### src/rtl/prince_mask_pkg.sv
// Shared constants, state encoding and nibble helpers for the masked PRINCE S-box sequencer.
package prince_mask_pkg;

   localparam int NIBBLES = 16;
   localparam int NIB_W   = 4;
   localparam int SHARE_W = NIBBLES * NIB_W;
   localparam int IDX_W   = 4;

   typedef logic [NIB_W-1:0] nibble_t;
   typedef logic [IDX_W-1:0] nib_idx_t;

   localparam nib_idx_t LAST_IDX = 4'd15;

   typedef enum logic [1:0] {
      ST_IDLE  = 2'd0,
      ST_ISSUE = 2'd1,
      ST_DRAIN = 2'd2,
      ST_DONE  = 2'd3
   } seq_state_e;

   function automatic nibble_t get_nibble(input logic [SHARE_W-1:0] share, input nib_idx_t idx);
      return share[{idx, 2'b00} +: NIB_W];
   endfunction

   function automatic logic [SHARE_W-1:0] put_nibble(input logic [SHARE_W-1:0] share,
                                                     input nib_idx_t idx, input nibble_t val);
      logic [SHARE_W-1:0] res;
      res = share;
      res[{idx, 2'b00} +: NIB_W] = val;
      return res;
   endfunction

endpackage

### src/rtl/prince_sbox_tag_pipe.sv
// Valid/index delay line that tracks nibbles in flight through the masked S-box pipeline.
module prince_sbox_tag_pipe
   import prince_mask_pkg::*;
#(
   parameter int SBOX_LAT = 3
)(
   input  logic             clk,
   input  logic             rst_n,
   input  logic             in_valid,
   input  logic [IDX_W-1:0] in_idx,
   output logic             tail_valid,
   output logic [IDX_W-1:0] tail_idx,
   output logic             inflight
);

   logic [SBOX_LAT-1:0] valid_r;
   nib_idx_t            idx_r [SBOX_LAT];

   // Shift tags one stage per cycle; the S-box cannot stall, so neither can this.
   always_ff @(posedge clk or negedge rst_n) begin
      if (!rst_n) begin
         valid_r <= {SBOX_LAT{1'b0}};
         for (int i = 0; i < SBOX_LAT; i++) begin
            idx_r[i] <= 4'd0;
         end
      end else begin
         valid_r[0] <= in_valid;
         idx_r[0]   <= in_idx;
         for (int i = 1; i < SBOX_LAT; i++) begin
            valid_r[i] <= valid_r[i-1];
            idx_r[i]   <= idx_r[i-1];
         end
      end
   end

   // Any tag not yet at the tail means a result is still to come.
   always_comb begin
      inflight = 1'b0;
      for (int i = 0; i < SBOX_LAT - 1; i++) begin
         inflight = inflight | valid_r[i];
      end
   end

   assign tail_valid = valid_r[SBOX_LAT-1];
   assign tail_idx   = idx_r[SBOX_LAT-1];

endmodule

### src/rtl/prince_sbox_seq.sv
// Sequencer feeding one nibble per cycle into the shared 3-share masked PRINCE S-box.
// Optional fresh-randomness handshake is enabled with `define PRINCE_REMASK_EN.
module prince_sbox_seq
   import prince_mask_pkg::*;
#(
   parameter int SBOX_LAT = 3
`ifdef PRINCE_REMASK_EN
   , parameter int RND_W = 12
`endif
)(
   input  logic               clk,
   input  logic               rst_n,
   input  logic               start,
   input  logic [SHARE_W-1:0] state_in_a,
   input  logic [SHARE_W-1:0] state_in_b,
   input  logic [SHARE_W-1:0] state_in_c,
   output logic               busy,
   output logic               done,
   output logic [SHARE_W-1:0] state_out_a,
   output logic [SHARE_W-1:0] state_out_b,
   output logic [SHARE_W-1:0] state_out_c,
   output logic               sb_in_valid,
   output logic [NIB_W-1:0]   sb_in_a,
   output logic [NIB_W-1:0]   sb_in_b,
   output logic [NIB_W-1:0]   sb_in_c,
`ifdef PRINCE_REMASK_EN
   input  logic [RND_W-1:0]   rnd_in,
   input  logic               rnd_valid,
   output logic               rnd_ready,
   output logic [RND_W-1:0]   sb_rnd,
`endif
   input  logic [NIB_W-1:0]   sb_out_a,
   input  logic [NIB_W-1:0]   sb_out_b,
   input  logic [NIB_W-1:0]   sb_out_c
);

   seq_state_e         state_r;
   nib_idx_t           idx_r;
   logic [SHARE_W-1:0] work_a_r, work_b_r, work_c_r;
   logic [SHARE_W-1:0] work_a_s, work_b_s, work_c_s;
   logic               issue_ok_s;
   logic               issue_s;
   logic               tail_valid_s;
   nib_idx_t           tail_idx_s;
   logic               inflight_s;
   logic               drain_done_s;

`ifdef PRINCE_REMASK_EN
   assign issue_ok_s = rnd_valid;
   assign rnd_ready  = (state_r == ST_ISSUE);
   assign sb_rnd     = issue_s ? rnd_in : {RND_W{1'b0}};
`else
   assign issue_ok_s = 1'b1;
`endif

   // Issue decode; each share has its own nibble mux and is forced to zero when idle.
   always_comb begin
      issue_s = 1'b0;
      sb_in_a = 4'd0;
      sb_in_b = 4'd0;
      sb_in_c = 4'd0;
      if ((state_r == ST_ISSUE) && issue_ok_s) begin
         issue_s = 1'b1;
         sb_in_a = get_nibble(work_a_r, idx_r);
         sb_in_b = get_nibble(work_b_r, idx_r);
         sb_in_c = get_nibble(work_c_r, idx_r);
      end else begin
         issue_s = 1'b0;
         sb_in_a = 4'd0;
         sb_in_b = 4'd0;
         sb_in_c = 4'd0;
      end
   end

   assign sb_in_valid = issue_s;

   prince_sbox_tag_pipe #(
      .SBOX_LAT (SBOX_LAT)
   ) u_tag_pipe (
      .clk        (clk),
      .rst_n      (rst_n),
      .in_valid   (issue_s),
      .in_idx     (idx_r),
      .tail_valid (tail_valid_s),
      .tail_idx   (tail_idx_s),
      .inflight   (inflight_s)
   );

   // Merge the returning S-box nibble into its slot, share by share.
   always_comb begin
      work_a_s = work_a_r;
      work_b_s = work_b_r;
      work_c_s = work_c_r;
      if (tail_valid_s) begin
         work_a_s = put_nibble(work_a_r, tail_idx_s, sb_out_a);
         work_b_s = put_nibble(work_b_r, tail_idx_s, sb_out_b);
         work_c_s = put_nibble(work_c_r, tail_idx_s, sb_out_c);
      end else begin
         work_a_s = work_a_r;
         work_b_s = work_b_r;
         work_c_s = work_c_r;
      end
   end

   assign drain_done_s = (state_r == ST_DRAIN) && !inflight_s;

   // Working shares load on start; published shares capture the final write.
   always_ff @(posedge clk or negedge rst_n) begin
      if (!rst_n) begin
         work_a_r    <= 64'd0;
         work_b_r    <= 64'd0;
         work_c_r    <= 64'd0;
         state_out_a <= 64'd0;
         state_out_b <= 64'd0;
         state_out_c <= 64'd0;
      end else if ((state_r == ST_IDLE) && start) begin
         work_a_r <= state_in_a;
         work_b_r <= state_in_b;
         work_c_r <= state_in_c;
      end else begin
         work_a_r <= work_a_s;
         work_b_r <= work_b_s;
         work_c_r <= work_c_s;
         if (drain_done_s) begin
            state_out_a <= work_a_s;
            state_out_b <= work_b_s;
            state_out_c <= work_c_s;
         end
      end
   end

   // Control FSM with registered busy/done.
   always_ff @(posedge clk or negedge rst_n) begin
      if (!rst_n) begin
         state_r <= ST_IDLE;
         idx_r   <= 4'd0;
         busy    <= 1'b0;
         done    <= 1'b0;
      end else begin
         done <= 1'b0;
         case (state_r)
            ST_IDLE: begin
               if (start) begin
                  state_r <= ST_ISSUE;
                  idx_r   <= 4'd0;
                  busy    <= 1'b1;
               end
            end
            ST_ISSUE: begin
               if (issue_s) begin
                  idx_r <= idx_r + 4'd1;
                  if (idx_r == LAST_IDX) begin
                     state_r <= ST_DRAIN;
                  end
               end
            end
            ST_DRAIN: begin
               if (drain_done_s) begin
                  state_r <= ST_DONE;
                  busy    <= 1'b0;
                  done    <= 1'b1;
               end
            end
            ST_DONE: begin
               state_r <= ST_IDLE;
            end
            default: begin
               state_r <= ST_IDLE;
               busy    <= 1'b0;
            end
         endcase
      end
   end

endmodule

### config.mk
export PLATFORM = sky130hd
export DESIGN_NAME = prince_sbox_seq
export DESIGN_NICKNAME = d
export VERILOG_FILES = /design/src/rtl/prince_mask_pkg.sv /design/src/rtl/prince_sbox_tag_pipe.sv /design/src/rtl/prince_sbox_seq.sv
export SDC_FILE = /design/constraint.sdc
export NUM_CORES = 1
export LEC_CHECK = 0
export CAP_MARGIN = 20
export CORE_UTILIZATION = 45
export DETAILED_ROUTE_END_ITERATION = 7
export MAX_ROUTING_LAYER = met4
export PLACE_DENSITY = 0.72
export SYNTH_ARGS = -nofsm -noshare
export SYNTH_HDL_FRONTEND = slang
export SYNTH_HIERARCHICAL = 1
export SYNTH_SLANG_ARGS = --single-unit
### constraint.sdc
create_clock -name clk -period 5.5 [get_ports clk]
set_input_delay 0.825 -clock clk [delete_from_list [all_inputs] [get_ports clk]]
set_output_delay 0.825 -clock clk [all_outputs]
set_load 0.02 [all_outputs]
==> flow_summary_export.csv <==
group,metric,value,unit
route,drt_iter0_drc,2067,
power,pwr-share-comb,0.465,
route,avgViaCountPerCell,6.31,
job,maxCapViolations,0,
power,power-per-cell-area,654,nW/um^2
logic_synthesis,synth_top_family_by_area,"compound AO/OA/AOI/OAI gates",
floorplan,die_x,208,um
grt,grt_pass1_wl,112000,um
logic_synthesis,synth_flop_cell,"dfrtp_1",
power,power,16.3,mW
power,seqPwrFrac,0.354,
clock_network,cts_resized,0,
floorplan,ios,414,
placed_design,io_buffers,413,
logic_synthesis,synth_top_area_cell,"dfrtp_1",
layout,area_growth,30.9,%
sta,worst_slew_pin_slew,1.09,ns
logic_synthesis,synth_area_leaders,"dfrtp_1 (53%), a31oi_1 (6.8%), nor2_1 (6.0%), mux2i_1 (5.9%), mux4_2 (5.7%)",
layout,layout_common_cells,"clkdlybuf4s50_1 (412), dfrtp_1 (405), nor2_1 (305), a31oi_1 (206), nand2_1 (163)",
route,wl_per_cell,27.4,um
setup_path,critPathSlowestCell,"dfrtp_1",
clock_network,cts.sinks,407,
clock_network,clockBufferDepth,3,
power,p_int,9.20,mW
floorplan,die_y,208,um
setup_path,cpPeakStageDelay,0.93,ns
logic_synthesis,synth-simple-area-share,0.139,
route,drcViolationCount,0,
floorplan,rows,75,
route,ant_nets,0,
logic_synthesis,synth-edff-count,0,
clock_network,hold_buffers,0,
sta,skew,0.0201,ns
layout,utilization,0.597,
logic_synthesis,yosysSeqAreaShare,0.534,
layout,finalNetCount,2428,
hold_path,hp-class,"in -> async",
grt,grt_pass1_vias,17000,
logic_synthesis,yosys.area.top_type_share,0.534,
sta,fmax,230,MHz
layout,num-fill-cells,3462,
logic_synthesis,synth_compound_area_frac,0.166,
clock_network,root_buffer,"clkbuf_16",
route,wirelength,76300,um
logic_synthesis,syn-cell-area,19100,um^2
clock_network,worstSkewPairLatency,0.58,ns
floorplan,fp.dieArea,43200,um^2
grt,grt_max_degree,233,
sta,finalSetupTns,0,ns
power,netSwitchingFraction,0.436,
logic_synthesis,synthAdderAreaFrac,0.00459,
clock_network,cts_tree,"done",
placed_design,gp_congestion,0.963,
setup_path,crit_chain,"inv_1, ha_1, nand3b_1, or2_1, buf_4, o31ai_1, a31oi_1",
grt,grt_remaining_overflow,0,
logic_synthesis,synth.distinct_cells,61,
power,vdd_drop_max,0.000379,V
logic_synthesis,synthMuxAreaShare,0.115,
setup_path,worstSetupStartpointType,"register",
layout,layout-drive-gt1-share,0.0792,
power,switching_power,7.13,mW
grt,track_usage,0.363,
grt,grt_antenna_before_repair,5,
floorplan,initial_utilization,0.456,
logic_synthesis,synth-async-reset-ratio,1.00,
placed_design,dpl_cell_area,23600,um^2
sta,fin_crit_sh,0.792,
sta,rsz0062_at_grt,"no",
placed_design,dp_hpwl,54800,um
layout,stdcell_area,25000,um^2
logic_synthesis,synth_seq_cells,407,
setup_path,path_class,"reg -> reg",
logic_synthesis,syn_inst,1889,
sta,fin_hold_ws,0.268,ns
clock_network,htree_levels,2,
logic_synthesis,synth_xor_area_frac,0.00131,
power,cellLeakagePower,9.74,nW
sta,hold_viol,0,
floorplan,fp.coreArea,41900,um^2
setup_path,crit_path_max_fanout,29,
route,dr.pass1.iters,6,
setup_path,crit_required,5.90,ns
clock_network,clkTransAtPathRegs,0.06,ns
sta,slew_viol_final,0,
sta,relSlewSlack,0.272,
logic_synthesis,synth_nets,2103,
setup_path,arrival,4.76,ns
logic_synthesis,ys_warn_count,6,
sta,setup-violations-final,0,
outcome,status,"completed",
layout,layout_commonest_cell,"clkdlybuf4s50_1",
logic_synthesis,synth_area_per_cell,10.1,um^2
sta,period_needed,4.36,ns
route,vias,17600,
power,clkPwrFrac,0.181,
clock_network,post_cts_buffers,0,
setup_path,end_kind,"register",
clock_network,numCtsBuffers,43,
metrics by stage:
stage | setup slack [ns] | instances
after floorplan | 2.70 | 1889
after global placement | 1.53 | 2707
after detailed placement | 1.36 | 2708
after CTS | 1.29 | 2787
after global routing | 0.970 | 2789
final | 1.14 | 2789
sequential cells by signal, indices dropped and copies added, names as in the netlist:
register	cells
work_a_r	64
state_r	2
u_tag_pipe/idx_r	8
u_tag_pipe/valid_r	3
state_out_a	64
busy	1
state_out_b	64
idx_r	4
state_out_c	64
work_c_r	64
done	1
u_tag_pipe/tail_idx	4
work_b_r	64
layout make-up:
type	instances	area (um^2)	area share
flip-flops and latches	407	10200	0.408
multi-input cells	1305	8210	0.329
repair buffers	448	4460	0.178
clock buffers	64	1260	0.0506
well taps	539	674	0.0270
clock inverters	15	144	0.00576
inverters	9	33.8	0.00135
diodes	2	5.00	0.000200
power groups by stage:
stage	clock [mW]	sequential [mW]	combinational (mW)
2_1_floorplan	0	5.71	3.94
3_3_place_gp	0	5.69	7.34
3_5_place_dp	0	5.72	7.49
4_1_cts	2.97	5.69	7.52
5_1_grt	3.09	5.86	8.09
6_report	2.96	5.78	7.59
layer usage:
| metal | GRT usage | share of wire | vias to the layer above |
|---|---|---|---|
| li1 | - | - | 7477 |
| met5 | - | 0 | - |
| met2 | 0.503 | 0.43 | 1152 |
| met3 | 0.0921 | 0.12 | 171 |
| met1 | 0.511 | 0.41 | 8802 |
| met4 | 0.143 | 0.038 | 0 |
cells by family (layout without fill, tap and decap cells):
kind of cell | Yosys count | after routing
xor gates and xnor gates | 2 | 2
muxes | 160 | 160
DFF | 407 | 407
other | 0 | 2
AOI/OAI and AO/OA | 527 | 527
adders and majority gates | 7 | 7
buffers and inverters | 177 | 536
and+or+nand+nor | 609 | 609
worst max-delay path: cells and delay by family, from the launching register on:
family                     cells  cell delay [ns]
AOI/OAI and AO/OA              2             0.52
buffers and inverters          2             0.48
and+or+nand+nor                2             1.53
adders and majority gates      1             0.69
DFF                            1             0.93
cells in the mapped netlist, drive strengths merged (15+ instances only):
cell type,n
clkbuf,137
nor2,305
o21ai,169
a31oi,206
buf,31
mux4,48
mux2i,112
nand4,15
nand3,48
a21oi,93
nand2,165
dfrtp,407
final timing paths:
| path | from | depth (start not counted) | slack, ns | end |
|---|---|---|---|---|
| max | u_tag_pipe/tail_idx[0] | 7 | 1.14 | work_b_r[58] |
| min | rst_n | 1 | 0.27 | state_out_a[12] |
| max reg2reg | u_tag_pipe/tail_idx[0] | 7 | 1.14 | work_b_r[58] |
| min reg2reg | u_tag_pipe/idx_r[8] | 0 | 0.35 | u_tag_pipe/idx_r[4] |
| max in group asynchronous | rst_n | 2 | 3.93 | idx_r[0] |
| min in group clk | u_tag_pipe/idx_r[8] | 0 | 0.35 | u_tag_pipe/idx_r[4] |
Power figures use the tool's default switching activity.
